File: src/rtl/pifo_tree_driver.sv
// Root-side command initiator for the 4-ary PIFO tree: serialises enqueue/dequeue handshakes
// into gapped push/pop commands. Optional statistics outputs enabled by PIFO_DRV_STATS_EN.
module pifo_tree_driver #(
   parameter int PTW  = 16,
   parameter int MTW  = 32,
   parameter int CAP  = 1020,
   parameter int GAP  = 2,
   parameter int CNTW = $clog2(CAP + 1)
) (
   input  logic                 i_clk,
   input  logic                 i_arst_n,
   input  logic                 i_enq_valid,
   input  logic [MTW+PTW-1:0]   i_enq_data,
   output logic                 o_enq_ready,
   input  logic                 i_deq_req,
   output logic                 o_deq_ready,
   output logic                 o_deq_valid,
   output logic [MTW+PTW-1:0]   o_deq_data,
   output logic                 o_push,
   output logic [MTW+PTW-1:0]   o_push_data,
   output logic                 o_pop,
   input  logic [MTW+PTW-1:0]   i_pop_data,
   output logic [CNTW-1:0]      o_count,
   output logic                 o_full,
   output logic                 o_empty,
   output logic                 o_drop,
   output logic                 o_err
`ifdef PIFO_DRV_STATS_EN
   ,
   output logic [31:0]          o_stat_enq,
   output logic [31:0]          o_stat_deq,
   output logic [31:0]          o_stat_drop
`endif
);

   localparam int DW = MTW + PTW;
   localparam int GW = (GAP > 1) ? $clog2(GAP) : 1;

   typedef enum logic {IDLE, HOLD} state_t;

   state_t           state_q, state_d;
   logic [GW-1:0]    gap_q, gap_d;
   logic [CNTW-1:0]  count_q, count_d;
   logic             rr_q;
   logic             push_q, pop_q, drop_q, deq_valid_q, err_q;
   logic [DW-1:0]    push_data_q, deq_data_q;

   logic idle, enq_elig, deq_elig, enq_gnt, deq_gnt, enq_drop, enq_push;

   assign o_full   = (count_q == CNTW'(CAP));
   assign o_empty  = (count_q == '0);
   assign idle     = (state_q == IDLE);
   assign enq_elig = idle && i_enq_valid && !o_full;
   assign deq_elig = idle && i_deq_req && !o_empty;

   // rr_q == 0 favours dequeue when both sides contend
   assign o_enq_ready = idle && !o_full && !(deq_elig && !rr_q);
   assign o_deq_ready = idle && !o_empty && !(enq_elig && rr_q);
   assign enq_gnt     = i_enq_valid && o_enq_ready;
   assign deq_gnt     = i_deq_req && o_deq_ready;
   assign enq_drop    = enq_gnt && (&i_enq_data[PTW-1:0]);
   assign enq_push    = enq_gnt && !enq_drop;

   always_comb begin
      state_d = state_q;
      gap_d   = gap_q;
      count_d = count_q;
      case (state_q)
         IDLE: begin
            if ((enq_gnt || deq_gnt) && (GAP > 1)) begin
               state_d = HOLD;
               gap_d   = GW'(GAP - 1);
            end
         end
         HOLD: begin
            gap_d = gap_q - GW'(1);
            if (gap_q == GW'(1)) state_d = IDLE;
         end
         default: state_d = IDLE;
      endcase
      if (enq_push)     count_d = count_q + CNTW'(1);
      else if (deq_gnt) count_d = count_q - CNTW'(1);
   end

   always_ff @(posedge i_clk or negedge i_arst_n) begin
      if (!i_arst_n) begin
         state_q     <= IDLE;
         gap_q       <= '0;
         count_q     <= '0;
         rr_q        <= 1'b0;
         push_q      <= 1'b0;
         push_data_q <= '0;
         pop_q       <= 1'b0;
         drop_q      <= 1'b0;
         deq_valid_q <= 1'b0;
         deq_data_q  <= '0;
         err_q       <= 1'b0;
      end else begin
         state_q     <= state_d;
         gap_q       <= gap_d;
         count_q     <= count_d;
         if (enq_elig && deq_elig) rr_q <= !rr_q;
         push_q      <= enq_push;
         push_data_q <= enq_push ? i_enq_data : '0;
         pop_q       <= deq_gnt;
         drop_q      <= enq_drop;
         deq_valid_q <= pop_q;
         if (pop_q) deq_data_q <= i_pop_data;
         // a pop is only ever issued with a nonzero count, so an empty marker here is a tree fault
         if (pop_q && (&i_pop_data[PTW-1:0])) err_q <= 1'b1;
      end
   end

   assign o_count     = count_q;
   assign o_push      = push_q;
   assign o_push_data = push_data_q;
   assign o_pop       = pop_q;
   assign o_drop      = drop_q;
   assign o_deq_valid = deq_valid_q;
   assign o_deq_data  = deq_data_q;
   assign o_err       = err_q;

`ifdef PIFO_DRV_STATS_EN
   logic [31:0] stat_enq_q, stat_deq_q, stat_drop_q;

   always_ff @(posedge i_clk or negedge i_arst_n) begin
      if (!i_arst_n) begin
         stat_enq_q  <= '0;
         stat_deq_q  <= '0;
         stat_drop_q <= '0;
      end else begin
         if (push_q && !(&stat_enq_q))  stat_enq_q  <= stat_enq_q + 32'd1;
         if (pop_q && !(&stat_deq_q))   stat_deq_q  <= stat_deq_q + 32'd1;
         if (drop_q && !(&stat_drop_q)) stat_drop_q <= stat_drop_q + 32'd1;
      end
   end

   assign o_stat_enq  = stat_enq_q;
   assign o_stat_deq  = stat_deq_q;
   assign o_stat_drop = stat_drop_q;
`endif

endmodule

File: config.mk
export PLATFORM = sky130hd
export DESIGN_NAME = pifo_tree_driver
export DESIGN_NICKNAME = d
export VERILOG_FILES = /design/src/rtl/pifo_tree_driver.sv
export SDC_FILE = /design/constraint.sdc
export NUM_CORES = 1
export LEC_CHECK = 0
export ABC_CLOCK_PERIOD_IN_PS = 3900
export BUFFER_PORTS_ARGS = -buffer_cell sky130_fd_sc_hd__clkbuf_2
export CORE_ASPECT_RATIO = 1.75
export CORE_MARGIN = 4
export CORE_UTILIZATION = 39
export CTS_CLUSTER_DIAMETER = 60
export DETAILED_ROUTE_END_ITERATION = 10
export PLACE_DENSITY = 0.71
export SYNTH_ARGS = -nofsm -noshare
export SYNTH_HDL_FRONTEND = slang
export SYNTH_SLANG_ARGS = --single-unit
File: constraint.sdc
create_clock -name i_clk -period 3.9 [get_ports i_clk]
set_input_delay 0.585 -clock i_clk [delete_from_list [all_inputs] [get_ports i_clk]]
set_output_delay 0.585 -clock i_clk [all_outputs]
set_load 0.03 [all_outputs]
==> results of run 1 <==
## per-stage QoR
stage	cell area [sq um]	instances	util (%)	power (mW)
2_1_floorplan	4490	311	-	3.81
3_3_place_gp	5740	653	51.1	4.50
3_5_place_dp	5740	653	51.1	4.58
4_1_cts	6400	685	57.0	6.27
5_1_grt	6400	685	57.0	6.54
6_report	6400	685	57.0	6.19
## metal layers
metal | up-vias | global-route usage, % | share of wire [%]
met3 | 25 | 4.85 | 7.1
met4 | 0 | 7.90 | 3.1
met2 | 148 | 29.9 | 57
met5 | - | 0 | 0
met1 | 1593 | 16.1 | 33
li1 | 1539 | - | -
## area by class of cell
| type | instances | area, sq um | share of cell area (%) |
|---|---|---|---|
| sequential | 114 | 2850 | 44.6 |
| multi-input combinational | 183 | 1590 | 24.8 |
| timing repair buffer | 220 | 1120 | 17.5 |
| clock buffer | 21 | 480 | 7.51 |
| clock inverter | 11 | 176 | 2.76 |
| tap | 132 | 165 | 2.58 |
| inverter | 4 | 15.0 | 0.235 |
## critical path: cells and delay by family (launching register included)
family / cells / cell delay [ns]
xor+xnor: 1 / 0.14
compound gates: 5 / 1.09
mux: 1 / 0.26
simple gates: 3 / 0.65
flops: 1 / 0.45
fa+ha+maj: 1 / 0.38
buf+inv: 2 / 0.34
## layout by cell type (no fill, tap or decap), types with 4 or more instances in the layout
master,Yosys,routed
a21oi_1,6,6
bufinv_16,0,4
mux2_2,47,47
clkbuf_2,0,213
xnor2_1,7,7
inv_1,4,4
nand4_1,9,9
o21a_1,4,4
buf_4,0,7
and2_1,48,48
nand2_1,5,5
clkbuf_16,0,17
clkinvlp_4,0,4
nor2_1,9,9
ha_1,8,8
clkbuf_8,0,4
dfrtp_1,114,113
mux2_4,8,8
o21ai_0,5,5
## worst max path at each step
stage	endpoint	slack [ns]	depth (start not counted)	from
CTS	o_count[9]	0.52	13	o_count[8]
global route	o_count[9]	0.27	12	o_count[7]
detailed placement	o_count[9]	0.41	14	i_enq_data[13]
global placement	o_count[9]	0.46	14	i_enq_data[14]
finish	o_count[9]	0.50	13	o_count[8]
floorplan	o_count[9]	0.26	13	o_count[8]
## cells by family (layout without fill, tap and decap cells)
family	count (synthesis)	count (layout)	synth area share [%]
mux	57	57	14.9
compound gates	24	24	3.76
flops	114	114	63.5
fa+ha+maj	9	9	2.67
buf+inv	14	256	1.20
simple gates	83	83	12.1
xor+xnor	10	10	1.95
## cell usage after synthesis (all sizes together), types with 5 or more instances
library cell  number
nor2              10
dfrtp            114
xnor2              7
ha                 8
o21ai              5
buf                6
nand2              5
and2              48
a21oi              7
mux2              55
nand4              9
## power by group through the flow
stage	clock, mW	combinational [mW]	sequential [mW]
finish	1.66	2.61	1.92
global route	1.76	2.81	1.98
CTS	1.70	2.64	1.93
detailed placement	0	2.64	1.94
global placement	0	2.58	1.92
floorplan	0	1.12	2.69
==> results summary, run 1 <==
The die outline area came out at 13,400 sq um. The internal portion of the total power is 3.78 mW. The number of buffers between clock root and the deepest sink came out at 2. The starting density of the core came out at 40.0%. The fraction of final layout cells sized beyond drive strength 1 is 56.6%. The number of rows in the core area came out at 51. The share of total power dissipated in sequential elements is 31.0%. For this block, the routed nets add up to 10.8 mm of wire. Buffers added to address setup during post-CTS repair amount to 0. The detailed-route via count came out at 3,305.

The origin of the critical flop-to-flop path is o_count[8]. The first-pass GRT wire length came out at 16.6 mm. The final RePlAce weighted congestion is 0.793. The number of flops mapped to enable cells by yosys is 0. The final period utilization came out at 87.2%. The number of nets handed over by synthesis was 420. After routing, the total negative slack on setup checks comes to 0 ns. Buffers placed on the I/O ports in this run total 214. The width of the chip came out at 89.2 um. STA classifies the critical path startpoint as a register. The count of synthesis-stage warnings from yosys is 0. The count of nets left with antenna violations once routing finished came out at 0. The register bit count reported by yosys came out at 114. After synthesis, the share of flip-flops with an asynchronous set or reset is 100%. The number of unique standard cell types used by synthesis is 35.

The number of gates given a new drive strength after cts is 0. The maximum number of pins on one net before global-route repair came out at 59. The top-level port count is 215.

Subtracting the final worst setup slack from the clock period gives 3.40 ns. Setup repair after global routing left no endpoint under its margin. The maximum cell stage delay along the critical path is 0.45 ns. The most used cell along the critical path is o21ai_0. At the pin with the least slew margin, the transition time is 0.724 ns. The synthesized area is 4490 sq um. Ranked by total cell area, the synthesized netlist is headed by dfrtp_1 (63%), mux2_2 (12%), and2_1 (6.7%). The worst setup path is captured at a register. The residual DRC count is 0. The buffer cell driving the clock tree root is clkbuf_16. The via count of the first global-routing pass came to 3,490. The post-CTS clock slew at the launch and capture registers of the worst setup and hold paths came out at 0.05 ns.

The worst-case vdd ir drop is 708 uV. The total inserted antenna cells came out at 0. The area added between synthesis and finish came out at 42.3%.

Among all flip-flop cells after synthesis, the most frequent one is dfrtp_1. The synthesized area divided by synthesized cell count came out at 14.5 sq um. In this run the power density over the cells is 967 nW/um^2.

The flow ran to the end, and the final reports show no timing, DRC or antenna violations. Data on the critical path arrives at its endpoint at 3.72 ns. The category of the critical setup timing path is register to register. The wire length per cell after detailed routing came out at 15.7 um.

In the synthesized netlist, the number of instances is 311. Summed over its instances, the top area cell type makes up 63.5% of the synthesized netlist area. The register area share after synthesis is 63.5%.

Measured in cells, the most critical reg-to-reg path has a length of 13. The min-delay analysis places its worst path in the category input port to asynchronous set/reset pin. Of all nets on the critical path, the largest fanout is 9. The highest attainable clock frequency came out at 294 MHz. Summed over all cells, the static leakage comes to 3.32 nW.

The source-to-sink clock delay at the later pin of the worst-skew pair came out at 0.40 ns. The final hold violation count is 0. Traced cell by cell, the critical path runs through nand4_1 -> nor4_4 -> buf_4 -> nor4b_4 -> o21a_1 -> inv_1 -> ha_1 -> o21ai_0 -> o21ai_0 -> o211a_1 -> o41ai_1 -> mux2i_1 -> xnor2_1.

Final hold analysis gives a worst-case slack of 0.242 ns. The final net count came out at 649. In this run the vertical extent of the chip is 150 um. The critical path required time is 4.22 ns. The relative slew slack is 51.7%.

The part of the power in the clock network came out at 26.9%. TritonCTS built the clock tree. The TritonCTS buffer count is 17. The max-cap violation count is 0. The aggregate global routing overflow is 0. The number of max-slew violations in the final report is 0.

The total routing resource utilization after global routing came out at 16.3%. The net switching power of the design is 2.41 mW. The hold buffer count at CTS is 0. On the final layout, the worst clock skew is 0.00999 ns. The setup slack of the worst register-to-register path is 0.50 ns. The first TritonRoute pass finished after 4 iterations. In this run switching power makes up 39.0% of total power. Counting the fill cells in the layout gives 967. The post-route worst setup slack is 0.498 ns. The number of failing setup endpoints in the final timing report is 0. The biggest area contributor in the post-synthesis netlist is dfrtp_1. The number of sinks driven by the clock tree came out at 114. The HPWL after detailed placement is 8.50 mm. Combinational logic burns 42.1% of the power.

In this run the number of H-tree levels came out at 4. The placeable core region came out at 11,200 sq um. The number of DRC markers in iteration 0 came out at 55. The slowest stage of the critical path belongs to the cell dfrtp_1. The initial antenna violation count is 0. The worst register-to-register path ends at o_count[9]. The vias per cell is 4.82. The post-placement worst setup slack is 0.406 ns.
(Power assumes the default switching activity.)
==> inputs of run 2 (changes only) <==
--- a/config.mk
+++ b/config.mk
@@ -9,10 +9,10 @@
 export BUFFER_PORTS_ARGS = -buffer_cell sky130_fd_sc_hd__clkbuf_2
 export CORE_ASPECT_RATIO = 1.75
 export CORE_MARGIN = 4
-export CORE_UTILIZATION = 39
+export CORE_UTILIZATION = 46
 export CTS_CLUSTER_DIAMETER = 60
 export DETAILED_ROUTE_END_ITERATION = 10
-export PLACE_DENSITY = 0.71
+export PLACE_DENSITY = 0.82
 export SYNTH_ARGS = -nofsm -noshare
 export SYNTH_HDL_FRONTEND = slang
 export SYNTH_SLANG_ARGS = --single-unit
==> run 2 against run 1 <==
Net effect: power is 2.2% lower; combinational power hardly changed; sequential share of layout area is 0.65 points higher; critical endpoint unchanged; fmax is 0.62% higher.
==> results summary, run 2 (same netlist as run 1, synthesis figures left out) <==
The count of nets left with antenna violations after detail routing came out at 0. Based on the critical path, the design can be clocked at up to 296 MHz. TritonCTS built the clock tree.

STA classifies the critical path startpoint as a register. The final net count is 648. Along the worst path, the maximum fanout reaches 9. The worst reg2reg path endpoint is o_count[9]. The ratio of total power to cell area came out at 960 nW/um^2. The number of gates given a new drive strength after cts is 0.

The nature of the critical path endpoint is a register. On the critical path the largest part of the delay comes from compound AO/OA/AOI/OAI gates. The TritonCTS buffer count came out at 17.

After clock tree synthesis, the setup repair step added 0 buffers. The residual DRC count is 0. The static power due to leakage came out at 3.29 nW. The final period demand of the worst path is 3.38 ns. The run finished with clean final reports.

Setup repair after global routing left no endpoint under its margin. The count of fill cells added during filler insertion is 749. The clock reaches the later pin of the worst-skew pair after 0.40 ns.

The total inserted antenna cells is 0. The first-pass GRT wire length came out at 17.9 mm. The starting density of the core is 47.2%.

The number of max-slew violations in the final report came to 0. The initial antenna violation count is 0. The post-route worst setup slack came out at 0.519 ns.

Measured along the y axis, the die boundary spans 139 um. The final route contains 3,378 vias. The die covers 11,500 sq um.

For the worst setup path, the data required time is 4.22 ns. The via count of the first global-routing pass was 3,596. CTS saw 114 sinks. Global routing used 20.9% of the available tracks across all layers.

The aggregate global routing overflow came out at 0. The library cell used most frequently in the layout, excluding fill and tap cells, is clkbuf_2. The max-cap violation count is 0. The number of DRC markers in iteration 0 is 88.

The path class of the tightest hold or removal check is input port to asynchronous set/reset pin. The non-filler instance count after layout is 674. The hold buffer count at CTS came out at 0. The relative slew slack came out at 48.9%. The slowest cell on the critical path is nor4_4. The category of the critical setup timing path is register to register. The longest clock path from root to sink contains 2 buffers. After clock tree synthesis, the clock-pin slew on the worst setup and hold paths is 0.05 ns. The setup check on the worst reg-to-reg path leaves a slack of 0.52 ns. Port buffering added 214 buffers. The post-placement worst setup slack is 0.399 ns.

Dividing the detail-routed wire length by the instance count gives 17.1 um. The transition time at the pin with the least slew margin came out at 0.766 ns. The final period utilization is 86.7%. The CTS H-tree depth came out at 4. The buffer cell driving the clock tree root is clkbuf_16.

The worst clock skew came out at 0.00562 ns. Setup total negative slack on the finished layout was measured at 0 ns. Including well taps, the total number of placed cells is 642. Pin placement for this block handled 215 I/O pins. The startpoint identified for the worst register-to-register timing path is o_count[8]. Relative to the synthesized area, the layout overhead comes to 40.3%.

The routed wire length came out at 11.5 mm. Data on the critical path arrives at its endpoint at 3.70 ns. The number of search-and-repair iterations in the first detailed-routing pass is 4. The sum of buffers and inverters on the critical path came out at 1.

The number of rows in the core area came out at 47. The vias per cell came out at 5.01. The die is 82.7 um wide.

The maximum cell stage delay along the critical path is 0.49 ns. The final hold violation count is 0. Traced cell by cell, the critical path runs through nand4_1 -> nor4_4 -> nor4b_4 -> o21a_1 -> inv_1 -> ha_1 -> a211oi_1 -> o21ai_0 -> o211a_1 -> o41ai_1 -> mux2i_1 -> xnor2_1.

The post-route netlist has 56.5% of its cells at a drive strength greater than 1. The HPWL after detailed placement came out at 8.92 mm. The number of cell instances on the worst register-to-register path came out at 12. The maximum number of pins on one net before global-route repair came out at 64.

In the layout the commonest cells are clkbuf_2 (213), dfrtp_1 (113), and2_1 (48), mux2_2 (47), clkbuf_16 (17). IR analysis of the VDD net gives a maximum drop of 896 uV. The placeable core region came out at 9530 sq um. The final RePlAce weighted congestion is 0.894. The number of failing setup endpoints in the final timing report came out at 0.
[run 2: cell types whose count changed in the layout (fill, tap and decap cells not counted)]
cell	before	now
bufinv_16	4	2
clkinv_2	0	3
clkinv_4	3	6
inv_6	0	2
clkbuf_8	4	0
clkinvlp_4	4	2
buf_4	7	6
[run 2: layout make-up]
cell class,count,area (sq um),share of cell area [%]
well taps,122,153,2.42
multi-input cells,183,1590,25.2
inverters,4,15.0,0.238
clock inverters,15,160,2.54
clock buffers,17,425,6.75
flip-flops and latches,114,2850,45.3
repair buffers,219,1110,17.6
[run 2: metrics by stage]
step	hold WS, ns	area (sq um)	power (mW)	utilization, %
finish	0.258	6310	6.06	66.2
detailed placement	0.464	5720	4.59	60.0
CTS	0.288	6310	6.11	66.2
global placement	0.457	5720	4.49	60.0
floorplan	0.289	4490	3.81	-
global route	0.319	6310	6.40	66.2
[run 2: how the worst max path moves through the flow]
stage	from	endpoint	slack, ns	cells past startpoint
after floorplan	o_count[8]	o_count[9]	0.26	13
after global placement	i_enq_data[15]	o_count[9]	0.48	14
after detailed placement	i_enq_data[10]	o_count[9]	0.40	14
after CTS	o_count[8]	o_count[9]	0.53	12
after global routing	o_count[5]	o_count[9]	0.23	12
final	o_count[8]	o_count[9]	0.52	12
[run 2: layer usage]
| layer | routed length [um] | vias up | part of all wire, % | GRT usage [%] |
|---|---|---|---|---|
| li1 | - | 1541 | - | - |
| met1 | 3850 | 1648 | 33 | 20.7 |
| met2 | 6530 | 152 | 57 | 37.7 |
| met3 | 701 | 37 | 6.1 | 6.05 |
| met4 | 469 | 0 | 4.1 | 10.4 |
| met5 | 0 | - | 0 | 0 |
[run 2: report_power, final]
group | switching [mW] | internal [mW] | total (mW)
clock | 0.552 | 0.944 | 1.50
combinational | 1.60 | 1.03 | 2.63
sequential | 0.320 | 1.61 | 1.93
total | 2.47 | 3.58 | 6.06
==> inputs of run 3 (changes only) <==
==> config.mk (replaced) <==
export PLATFORM = sky130hd
export DESIGN_NAME = pifo_tree_driver
export DESIGN_NICKNAME = d
export VERILOG_FILES = /design/src/rtl/pifo_tree_driver.sv
export SDC_FILE = /design/constraint.sdc
export NUM_CORES = 1
export LEC_CHECK = 0
export ABC_AREA = 1
export ABC_CLOCK_PERIOD_IN_PS = 4300
export BUFFER_PORTS_ARGS = -buffer_cell sky130_fd_sc_hd__clkbuf_2
export CORE_ASPECT_RATIO = 1.75
export CORE_MARGIN = 4
export CORE_UTILIZATION = 50
export CTS_CLUSTER_DIAMETER = 60
export DETAILED_ROUTE_END_ITERATION = 10
export PLACE_DENSITY = 0.87
export SYNTH_ARGS = -nofsm -noshare
export SYNTH_HDL_FRONTEND = slang
export SYNTH_SLANG_ARGS = --single-unit
==> constraint.sdc (replaced) <==
create_clock -name i_clk -period 4.3 [get_ports i_clk]
set_input_delay 0.645 -clock i_clk [delete_from_list [all_inputs] [get_ports i_clk]]
set_output_delay 0.645 -clock i_clk [all_outputs]
set_load 0.03 [all_outputs]
==> run 3 against run 2 <==
Net effect: combinational power shrank 7.6%; fmax grew 12%; non-clock buffer count shrank 4; sequential power shrank 9%; setup slack gained 0.77 ns; synthesized area grew 4.8%.
==> results summary, run 3 <==
The critical path required time came out at 4.64 ns. The count of synthesis-stage warnings from yosys came out at 0. The internal portion of total power is 3.24 mW. The die extent in y is 136 um.

The signal on the critical path passes through inv_1 -> nand2_1 -> nor2_1 -> nand2_1 -> nand3_2 -> nand3_4 -> ha_1 -> nand2_1 -> nand3_1 -> a21oi_1 -> xor2_1 -> nand2_1 -> nand2_1. The total routing resource utilization after global routing came out at 22.9%. The number of instances in the synthesized netlist is 455.

The source-to-sink clock delay at the later pin of the worst-skew pair came out at 0.40 ns. In this run the post-CTS setup repair buffer count came out at 0. The part of the power in the clock network is 25.7%.

The synthesized area is 4710 sq um. The final hold violation count came out at 0. The floorplan step defined a die boundary enclosing 11,100 sq um. STA classifies the critical path endpoint as a register. The residual DRC count is 0. The worst-case vdd ir drop is 565 uV. The via count of the first global-routing pass came out at 4,079. Of all cell types, the one taking the most synthesized area is dfrtp_1.

In the synthesized netlist the dominant register cell turns out to be dfrtp_1. After global routing the overflow that remains totals 0. At the placement stage, the worst setup path has a slack of 1.18 ns.

Buffers inserted during clock tree synthesis total 17. The first global-routing pass estimated 19.0 mm of wire. The most numerous cell type found on the critical path is nand2_1.

The fraction of power spent switching nets came out at 42.4%. TritonCTS built the clock tree. For this design, the CTS-stage hold fixing added 0 buffers. The number of DRC markers in iteration 0 came out at 107.

The net switching power of the design is 2.38 mW. Counting every net in the synthesized netlist gives 564. The total area inside the core boundary comes to 9150 sq um. The area share of the leading cell type in the synthesized netlist is 60.5%. For the final database, setup skew stands at 0.00885 ns. The post-CTS clock slew at the launch and capture registers of the worst setup and hold paths is 0.05 ns. The power share of the sequential group came out at 31.2%. Counting instances in the post-synthesis netlist gives the leading cell types as dfrtp_1 (114), inv_1 (83), nor2_1 (70). After layout, the worst setup slack is 1.28 ns. The HPWL after detailed placement came out at 9.39 mm.

The congestion estimate from routability-driven global placement came to 0.884. The maximum fanout along the worst path is 60. The startpoint identified for the worst register-to-register timing path is o_count[2]. The number of cell instances on the worst register-to-register path came out at 13. The transition time at the pin with the least slew margin is 1.09 ns. The count of nets left with antenna violations after detail routing came out at 0. The number of unique standard cell types used by synthesis came out at 26. The worst setup path is of the register to register kind. By area the synthesized netlist is led by dfrtp_1 (61%), mux2_2 (10%), inv_1 (6.6%). The post-route core utilization is 71.1%. Buffers placed on the I/O ports in this run total 214. The routed wire length is 12.3 mm. The number of flops mapped to enable cells by yosys came out at 0. The final period utilization came out at 70.1%. The area added between synthesis and finish came out at 38.0%. The most numerous cell in the Yosys netlist is dfrtp_1. Measured along the x axis, the die boundary spans 81.4 um. 0 antenna diodes ended up in the layout. The tree is rooted in a clkbuf_16. At the end of the flow, the number of nets in the layout was 786. The final period demand of the worst path is 3.02 ns. The top-level port count is 215. The vias per cell came out at 4.87. The final-layout setup total negative slack is 0 ns. The number of gates given a new drive strength after cts is 0. Leaving out fill and tap cells, the most frequent cells in the layout are clkbuf_2 (213), dfrtp_1 (113), inv_1 (83), nor2_1 (70), nand2_1 (62). On the critical path, the stage with the largest delay is an instance of ha_1. Once the floorplan was initialized, standard cells occupied 51.5% of the core. The number of max-slew violations in the final report came out at 0. The sum of buffers and inverters on the critical path came out at 1. The number of search-and-repair iterations in the first detailed-routing pass is 5. The number of buffers between clock root and the deepest sink is 2.

The min-delay analysis places its worst path in the category input port to asynchronous set/reset pin. The library cell used most frequently in the layout, excluding fill and tap cells, is clkbuf_2. The number of rows in the core area is 46.

The wire length per cell after detailed routing is 15.2 um. The maximum number of pins on one net before global-route repair is 76. In this run the number of H-tree levels came out at 4. Headroom to the max-slew limit came out at 27.4%. The run finished with clean final reports. Setup violations remaining at the end of the flow were counted as 0. The synthesized area divided by synthesized cell count is 10.4 sq um. The fraction of final layout cells sized beyond drive strength 1 is 43.8%. The largest single stage delay on the critical path is 0.61 ns. The fraction of synthesis flops using an asynchronous set or reset pin came out at 100%.

In this run the power density over the cells is 865 nW/um^2. The family with the most delay on the worst path is simple AND/OR/NAND/NOR gates. The setup slack of the worst register-to-register path came out at 1.28 ns. Hold is met by 0.380 ns. The share of power burned in combinational logic came out at 43.1%. The worst setup path is launched from a register. Setup repair after global routing left no endpoint under its margin. The detailed-route via count came out at 3,943. The highest attainable clock frequency came out at 332 MHz. The initial antenna violation count is 0.

The number of sinks driven by the clock tree came out at 114. The register bit count reported by yosys is 114. Across the run, the number of max-cap violations was 0. The register area share after synthesis is 60.5%.

The signal arrival time at the worst endpoint came out at 3.35 ns. The worst reg2reg path endpoint is o_count[5]. The static power due to leakage is 3.74 nW.
==> run 3: through the flow <==
step	power (mW)	cell area, sq um	std cells
CTS	5.67	6500	810
global placement	4.07	5880	778
finish	5.63	6500	810
floorplan	3.46	4710	455
detailed placement	4.17	5880	778
global route	5.96	6500	810
==> run 3: area by class of cell <==
type / count / area (sq um)
fill: 662 / 2650
clock inverter: 8 / 123
tap: 120 / 150
timing repair buffer: 215 / 1080
inverter: 86 / 323
sequential: 114 / 2850
multi-input combinational: 243 / 1470
clock buffer: 24 / 502
==> run 3: routing by layer <==
metal  routed length [um]  up-vias  global-route usage [%]
li1                     -     1851                       -
met1                 4240     1865                    23.5
met2                 6700      199                    41.2
met3                 1110       28                    6.70
met4                  284        0                    11.0
met5                    0        -                       0
==> run 3: worst max-delay path by stage <==
stage | startpoint | to | slack, ns | depth (start not counted)
5_1_grt | o_count[7] | o_count[9] | 0.92 | 19
2_1_floorplan | o_count[5] | o_count[9] | 1.81 | 20
3_3_place_gp | i_enq_data[14] | o_count[9] | 1.25 | 18
4_1_cts | o_count[3] | o_count[9] | 1.26 | 19
6_report | o_count[2] | o_count[5] | 1.28 | 13
3_5_place_dp | i_enq_data[14] | o_count[9] | 1.18 | 18
==> run 3: kinds of logic (layout without fill, tap and decap cells) <==
logic type,Yosys count,after routing,synth area share [%]
and+or+nand+nor,165,165,14.9
DFF,114,114,60.5
buffers and inverters,98,333,8.23
muxes,42,42,10.0
AOI/OAI and AO/OA,20,20,2.42
adders and majority gates,9,9,2.55
xor gates and xnor gates,7,7,1.30
==> run 3: power by group through the flow <==
stage / clock network, mW / registers, mW / logic [mW]
final: 1.44 / 1.76 / 2.43
after global routing: 1.52 / 1.80 / 2.64
after CTS: 1.47 / 1.75 / 2.44
after detailed placement: 0 / 1.77 / 2.40
after global placement: 0 / 1.73 / 2.34
after floorplan: 0 / 2.40 / 1.06
